===== src/rtl/shiftreg_pkg.sv =====
// rtl/shiftreg_pkg.sv - shared types and defaults for the tapped delay-line controller
// Purpose: state enum and default constants shared by shiftreg_tap_ctrl and
//          shiftreg_settle_timer.
// Contents: TAP_W_DEF (tap width), SETTLE_DEF (settle cycles), RST_BYPASS
//           (bypass reset value), state_e (controller states).
package shiftreg_pkg;

  localparam int   TAP_W_DEF  = 5;
  localparam int   SETTLE_DEF = 3;
  localparam logic RST_BYPASS = 1'b1;

  typedef enum logic [1:0] {
    ST_IDLE         = 2'd0,
    ST_SETTLE       = 2'd1,
    ST_SWEEP_DWELL  = 2'd2,
    ST_SWEEP_SETTLE = 2'd3
  } state_e;

endpackage


===== src/rtl/shiftreg_settle_timer.sv =====
// rtl/shiftreg_settle_timer.sv - loadable down-counter that masks out_valid while delay lines settle
// Purpose: holds out_valid low for SETTLE cycles after every load, and after reset.
// Ports:
//   clk_i       - clock, rising edge
//   rst_n_i     - synchronous reset, active low (counter loads SETTLE)
//   load_i      - restart the settle window
//   expire_o    - high in the last masked cycle (out_valid rises on the next edge)
//   out_valid_o - delay lines are stable
module shiftreg_settle_timer
  import shiftreg_pkg::*;
#(
  parameter int SETTLE = SETTLE_DEF
) (
  input  logic clk_i,
  input  logic rst_n_i,
  input  logic load_i,
  output logic expire_o,
  output logic out_valid_o
);

  localparam int              CNT_W    = (SETTLE > 1) ? $clog2(SETTLE + 1) : 1;
  localparam logic [CNT_W-1:0] LOAD_VAL = CNT_W'(SETTLE);
  localparam logic [CNT_W-1:0] ONE      = CNT_W'(1);

  logic [CNT_W-1:0] cnt_q, cnt_d;

  always_comb begin
    cnt_d = cnt_q;
    if (load_i) begin
      cnt_d = LOAD_VAL;
    end else if (cnt_q != '0) begin
      cnt_d = cnt_q - ONE;
    end
  end

  always_ff @(posedge clk_i) begin
    if (!rst_n_i) begin
      cnt_q <= LOAD_VAL;
    end else begin
      cnt_q <= cnt_d;
    end
  end

  // A reload in the final masked cycle extends the window, so it is not an expiry.
  assign expire_o    = !load_i && (cnt_q == ONE);
  assign out_valid_o = (cnt_q == '0);

endmodule


===== src/rtl/shiftreg_tap_ctrl.sv =====
// rtl/shiftreg_tap_ctrl.sv - shadow/active tap controller for a bank of tapped delay lines
// Purpose: host writes land in per-channel shadows; a frame_sync with pending
//          writes copies all shadows to the active taps at once and masks
//          out_valid for SETTLE cycles. Optional tap-sweep sequencer under
//          macro SHIFTREG_TAP_SWEEP_EN steps one channel through every tap.
// Ports:
//   clk_i, rst_n_i            - clock and synchronous active-low reset
//   wr_valid_i / wr_ready_o   - host write handshake
//   wr_ch_i, wr_tap_i, wr_bypass_i - write target channel and new settings
//   frame_sync_i              - frame-boundary strobe (commit point, dwell tick)
//   sweep_start_i, sweep_ch_i, sweep_dwell_i - sweep request, channel, frames per step
//   tap_o                     - active taps, channel c at [c*TAP_W +: TAP_W]
//   shiftBypass_o             - active bypass bits
//   out_valid_o               - delay-line outputs stable
//   sweep_busy_o, sweep_tap_o, sweep_done_o - sweep status
module shiftreg_tap_ctrl
  import shiftreg_pkg::*;
#(
  parameter  int N_CH   = 4,
  parameter  int TAP_W  = TAP_W_DEF,
  parameter  int SETTLE = SETTLE_DEF,
  localparam int CH_W   = (N_CH > 1) ? $clog2(N_CH) : 1
) (
  input  logic                  clk_i,
  input  logic                  rst_n_i,
  input  logic                  wr_valid_i,
  output logic                  wr_ready_o,
  input  logic [CH_W-1:0]       wr_ch_i,
  input  logic [TAP_W-1:0]      wr_tap_i,
  input  logic                  wr_bypass_i,
  input  logic                  frame_sync_i,
  input  logic                  sweep_start_i,
  input  logic [CH_W-1:0]       sweep_ch_i,
  input  logic [7:0]            sweep_dwell_i,
  output logic [N_CH*TAP_W-1:0] tap_o,
  output logic [N_CH-1:0]       shiftBypass_o,
  output logic                  out_valid_o,
  output logic                  sweep_busy_o,
  output logic [TAP_W-1:0]      sweep_tap_o,
  output logic                  sweep_done_o
);

  state_e                  state_q;
  logic [N_CH*TAP_W-1:0]   sh_tap_q, act_tap_q;
  logic [N_CH-1:0]         sh_byp_q, act_byp_q;
  logic                    dirty_q;

  logic idle_like, wr_fire, apply, sweep_go, tmr_load, tmr_expire;

  assign idle_like = (state_q == ST_IDLE) || (state_q == ST_SETTLE);
  assign wr_fire   = wr_valid_i && wr_ready_o;

`ifdef SHIFTREG_TAP_SWEEP_EN
  logic [CH_W-1:0]  sw_ch_q;
  logic [7:0]       dwell_q, frame_cnt_q;
  logic [TAP_W-1:0] sweep_tap_q;
  logic             sweep_done_q;
  logic             dwell_hit, at_max;

  // A start outranks a coincident apply; the pending shadows wait for the sweep to end.
  assign sweep_go  = sweep_start_i && idle_like;
  assign dwell_hit = (state_q == ST_SWEEP_DWELL) && frame_sync_i &&
                     ((frame_cnt_q + 8'd1) == dwell_q);
  assign at_max    = &sweep_tap_q;
  assign tmr_load  = apply || sweep_go || dwell_hit;

  assign wr_ready_o   = idle_like;
  assign sweep_busy_o = !idle_like;
  assign sweep_tap_o  = sweep_tap_q;
  assign sweep_done_o = sweep_done_q;
`else
  logic unused_sweep;
  assign unused_sweep = ^{sweep_start_i, sweep_ch_i, sweep_dwell_i};

  assign sweep_go     = 1'b0;
  assign tmr_load     = apply;
  assign wr_ready_o   = 1'b1;
  assign sweep_busy_o = 1'b0;
  assign sweep_tap_o  = '0;
  assign sweep_done_o = 1'b0;
`endif

  assign apply = frame_sync_i && dirty_q && idle_like && !sweep_go;

  shiftreg_settle_timer #(
    .SETTLE (SETTLE)
  ) u_settle (
    .clk_i       (clk_i),
    .rst_n_i     (rst_n_i),
    .load_i      (tmr_load),
    .expire_o    (tmr_expire),
    .out_valid_o (out_valid_o)
  );

  always_ff @(posedge clk_i) begin
    if (!rst_n_i) begin
      state_q   <= ST_IDLE;
      sh_tap_q  <= '0;
      act_tap_q <= '0;
      sh_byp_q  <= {N_CH{RST_BYPASS}};
      act_byp_q <= {N_CH{RST_BYPASS}};
      dirty_q   <= 1'b0;
`ifdef SHIFTREG_TAP_SWEEP_EN
      sw_ch_q      <= '0;
      dwell_q      <= 8'd1;
      frame_cnt_q  <= '0;
      sweep_tap_q  <= '0;
      sweep_done_q <= 1'b0;
`endif
    end else begin
`ifdef SHIFTREG_TAP_SWEEP_EN
      sweep_done_q <= 1'b0;
`endif
      // The apply copies the pre-edge shadows, so a same-cycle write waits for the next frame.
      if (wr_fire) begin
        sh_tap_q[wr_ch_i*TAP_W +: TAP_W] <= wr_tap_i;
        sh_byp_q[wr_ch_i]                <= wr_bypass_i;
      end
      if (wr_fire) begin
        dirty_q <= 1'b1;
      end else if (apply) begin
        dirty_q <= 1'b0;
      end
      if (apply) begin
        act_tap_q <= sh_tap_q;
        act_byp_q <= sh_byp_q;
      end

      case (state_q)
        ST_IDLE, ST_SETTLE: begin
`ifdef SHIFTREG_TAP_SWEEP_EN
          if (sweep_go) begin
            sw_ch_q      <= sweep_ch_i;
            dwell_q      <= (sweep_dwell_i == 8'd0) ? 8'd1 : sweep_dwell_i;
            frame_cnt_q  <= '0;
            sweep_tap_q  <= '0;
            act_tap_q[sweep_ch_i*TAP_W +: TAP_W] <= '0;
            act_byp_q[sweep_ch_i]                <= 1'b0;
            state_q      <= ST_SWEEP_SETTLE;
          end else
`endif
          if (apply) begin
            state_q <= ST_SETTLE;
          end else if ((state_q == ST_SETTLE) && tmr_expire) begin
            state_q <= ST_IDLE;
          end
        end
`ifdef SHIFTREG_TAP_SWEEP_EN
        ST_SWEEP_SETTLE: begin
          // Leave on the edge where out_valid rises, so no frame is missed.
          if (tmr_expire) begin
            frame_cnt_q <= '0;
            state_q     <= ST_SWEEP_DWELL;
          end
        end
        ST_SWEEP_DWELL: begin
          if (dwell_hit) begin
            frame_cnt_q <= '0;
            if (at_max) begin
              act_tap_q[sw_ch_q*TAP_W +: TAP_W] <= sh_tap_q[sw_ch_q*TAP_W +: TAP_W];
              act_byp_q[sw_ch_q]                <= sh_byp_q[sw_ch_q];
              sweep_tap_q  <= '0;
              sweep_done_q <= 1'b1;
              state_q      <= ST_SETTLE;
            end else begin
              sweep_tap_q <= sweep_tap_q + TAP_W'(1);
              act_tap_q[sw_ch_q*TAP_W +: TAP_W] <= sweep_tap_q + TAP_W'(1);
              state_q     <= ST_SWEEP_SETTLE;
            end
          end else if (frame_sync_i) begin
            frame_cnt_q <= frame_cnt_q + 8'd1;
          end
        end
`endif
        default: state_q <= ST_IDLE;
      endcase
    end
  end

  assign tap_o         = act_tap_q;
  assign shiftBypass_o = act_byp_q;

endmodule


===== config.mk =====
export PLATFORM = sky130hd
export DESIGN_NAME = shiftreg_tap_ctrl
export DESIGN_NICKNAME = d
export VERILOG_FILES = /design/src/rtl/shiftreg_pkg.sv /design/src/rtl/shiftreg_settle_timer.sv /design/src/rtl/shiftreg_tap_ctrl.sv
export SDC_FILE = /design/constraint.sdc
export NUM_CORES = 1
export LEC_CHECK = 0
export BUFFER_PORTS_ARGS = -buffer_cell sky130_fd_sc_hd__buf_4
export CAP_MARGIN = 20
export CORE_MARGIN = 4
export CORE_UTILIZATION = 45
export DETAILED_ROUTE_END_ITERATION = 12
export PLACE_DENSITY = 0.75
export SETUP_SLACK_MARGIN = 0.15
export SLEW_MARGIN = 5
export SYNTH_ARGS = -nofsm -noshare
export SYNTH_HDL_FRONTEND = slang
export SYNTH_HIERARCHICAL = 1
export SYNTH_SLANG_ARGS = --single-unit

===== constraint.sdc =====
create_clock -name clk_i -period 1.4 [get_ports clk_i]
set_input_delay 0.28 -clock clk_i [delete_from_list [all_inputs] [get_ports clk_i]]
set_output_delay 0.28 -clock clk_i [all_outputs]
set_load 0.01 [all_outputs]

==> flow_summary.ini <==
[critical_path]
timing.rr.start = u_settle/cnt_q[0]
cp_max_fo = 2
path_cells = inv_2, ha_4, buf_6
critPathTopFamily = flip-flops
cp.required_ps = 1120
crit_type = flop to output port
cp-end-kind = output port
path_buf_inv = 2
cp_slowest_cell = dfxtp_2
worstSetupStartpointType = flop
cpPeakStageDelay_ps = 350
critPathLaunch = u_settle/cnt_q[0]
arrival_ps = 960

[power]
pwr-share-seq_pct = 56.7
p_comb_share_pct = 11.7
p_clk_share_pct = 31.6
switching_power_w = 0.000688
worst_ir_drop_vdd_mv = 0.426
power.density_nw_per_um2 = 988
swShare_pct = 26.0
p_int_w = 0.00196
p_leak_nw = 1.11

[clock_network]
clk_latency_ps = 310
cts-htree-levels = 2
cts_root_buffer = clkbuf_8
clkTransAtPathRegs_ps = 90
cts_tree = done
clock-sinks = 51
cts_max_path_buffers = 2
cts_buffers = 5

[finish]
diodes = 0
final_area_um2 = 2680
area_growth_syn_to_layout_pct = 17.2
layout.nets = 308
drive_gt1_share_pct = 29.0

[sta]
fmax_ghz = 0.803
hold_violations = 0
rsz0062_at_grt = true
fin_crit_sh_pct = 88.9
min_period_ps = 1240
skew_ps = 4.92
setup_viol = 0
finalMaxSlewViolations = 0
setup_ws_ps = 155

[routing]
drcViolationCount = 0
wl_per_cell_um = 13.2
vias_per_cell = 5.13
vias = 1776
first_pass_iters = 4
drt-initial-drc-count = 73
antenna_left = 0
wl_um = 4570

[grt]
grt_pass1_wl_um = 7680
grt_max_degree = 37
overflow = 0
grt.total_usage_pct = 15.5
grt_pass1_vias = 1703
grt_antenna_before_repair = 0

[job]
maxCapViolCount = 0

[yosys]
avgSynthCellArea_um2 = 9.24
synth_area_um2 = 2280
postSynthCellCount = 247
yosysWarnings = 6

[floorplan]
core-area_um2 = 4820
pin_count = 56
die_x_um = 79.2
initial_core_util_pct = 47.4
dieArea_um2 = 6280
die_h_um = 79.2
placementRows = 25

[placed_design]
dp_slack_ps = -33.6
place_area_um2 = 2540
hpwl_um = 3270
gp_congestion = 0.805
port_buffers = 36

[run_status]
outcome = complete, no violations

[hold_path]
hold_class = input pin to flop
min_from = wr_bypass_i
-- layout by cell type, fill, tap and decap left out, types with 2 or more instances in the layout --
cell type,n
dfxtp_1,49
buf_4,44
nand3_1,28
a21bo_2,22
a21oi_1,20
inv_1,16
nand2_1,16
o22ai_1,15
conb_1,8
o211ai_1,7
ha_1,6
clkbuf_8,5
and2_1,4
nand4_1,4
nor2b_1,4
nand4b_1,3
a21boi_0,2
nand3b_1,2
o2bb2ai_1,2
and3b_1,2
a32o_1,2
clkinvlp_4,2
inv_2,2
dfxtp_2,2
-- registers in the layout, indices dropped and copies added, names as in the netlist --
register,count
sh_tap_q,20
tap_o,20
sh_byp_q,4
shiftBypass_o,4
u_settle/cnt_q,2
dirty_q,1
-- final cells by class --
type / count / area [µm²]
fill: 494 / 2140
multi-input combinational: 156 / 1050
sequential: 51 / 1020
timing repair buffer: 46 / 362
tap: 67 / 83.8
clock buffer: 5 / 68.8
inverter: 18 / 67.6
clock inverter: 3 / 20.0
-- through the flow --
step           TNS (ps)  util [%]  power (W)  hold WS, ps  cells
5_1_grt               0      55.5    0.00277          254    346
3_3_place_gp          0      52.8    0.00181          443    335
6_report              0      55.5    0.00264          253    346
2_1_floorplan         0         -    0.00174          429    253
3_5_place_dp      -45.1      52.8    0.00182          444    335
4_1_cts               0      55.4    0.00267          243    345
-- layer usage --
layer / global-route usage [%] / routed length, µm / vias to the layer above
li1: - / - / 914
met1: 18.6 / 2080 / 815
met2: 25.9 / 2190 / 41
met3: 4.20 / 227 / 6
met4: 6.70 / 72 / 0
met5: 0 / 0 / -
-- power groups by stage --
stage,registers [W],logic (W),clock network (W)
final,0.00150,0.000309,0.000836
after global placement,0.00153,0.000276,0
after detailed placement,0.00153,0.000286,0
after CTS,0.00150,0.000305,0.000863
after floorplan,0.00153,0.000212,0
after global routing,0.00150,0.000344,0.000926
-- final timing paths --
kind	end	slack [ps]	cells past startpoint
max	out_valid_o	160	3
max reg2reg	u_settle/cnt_q[1]	280	5
min reg2reg	sh_tap_q[12]	460	2
min	sh_byp_q[2]	250	2
-- timing repair --
item,4_1_cts,5_1_grt
endpoints found under the hold margin,0,0
buffers inserted,2,1
gates resized for setup,7,0
pin swaps,0,1
setup endpoints to repair,1,1
hold buffers,0,0
No activity file was read; power rests on OpenSTA's default activity.
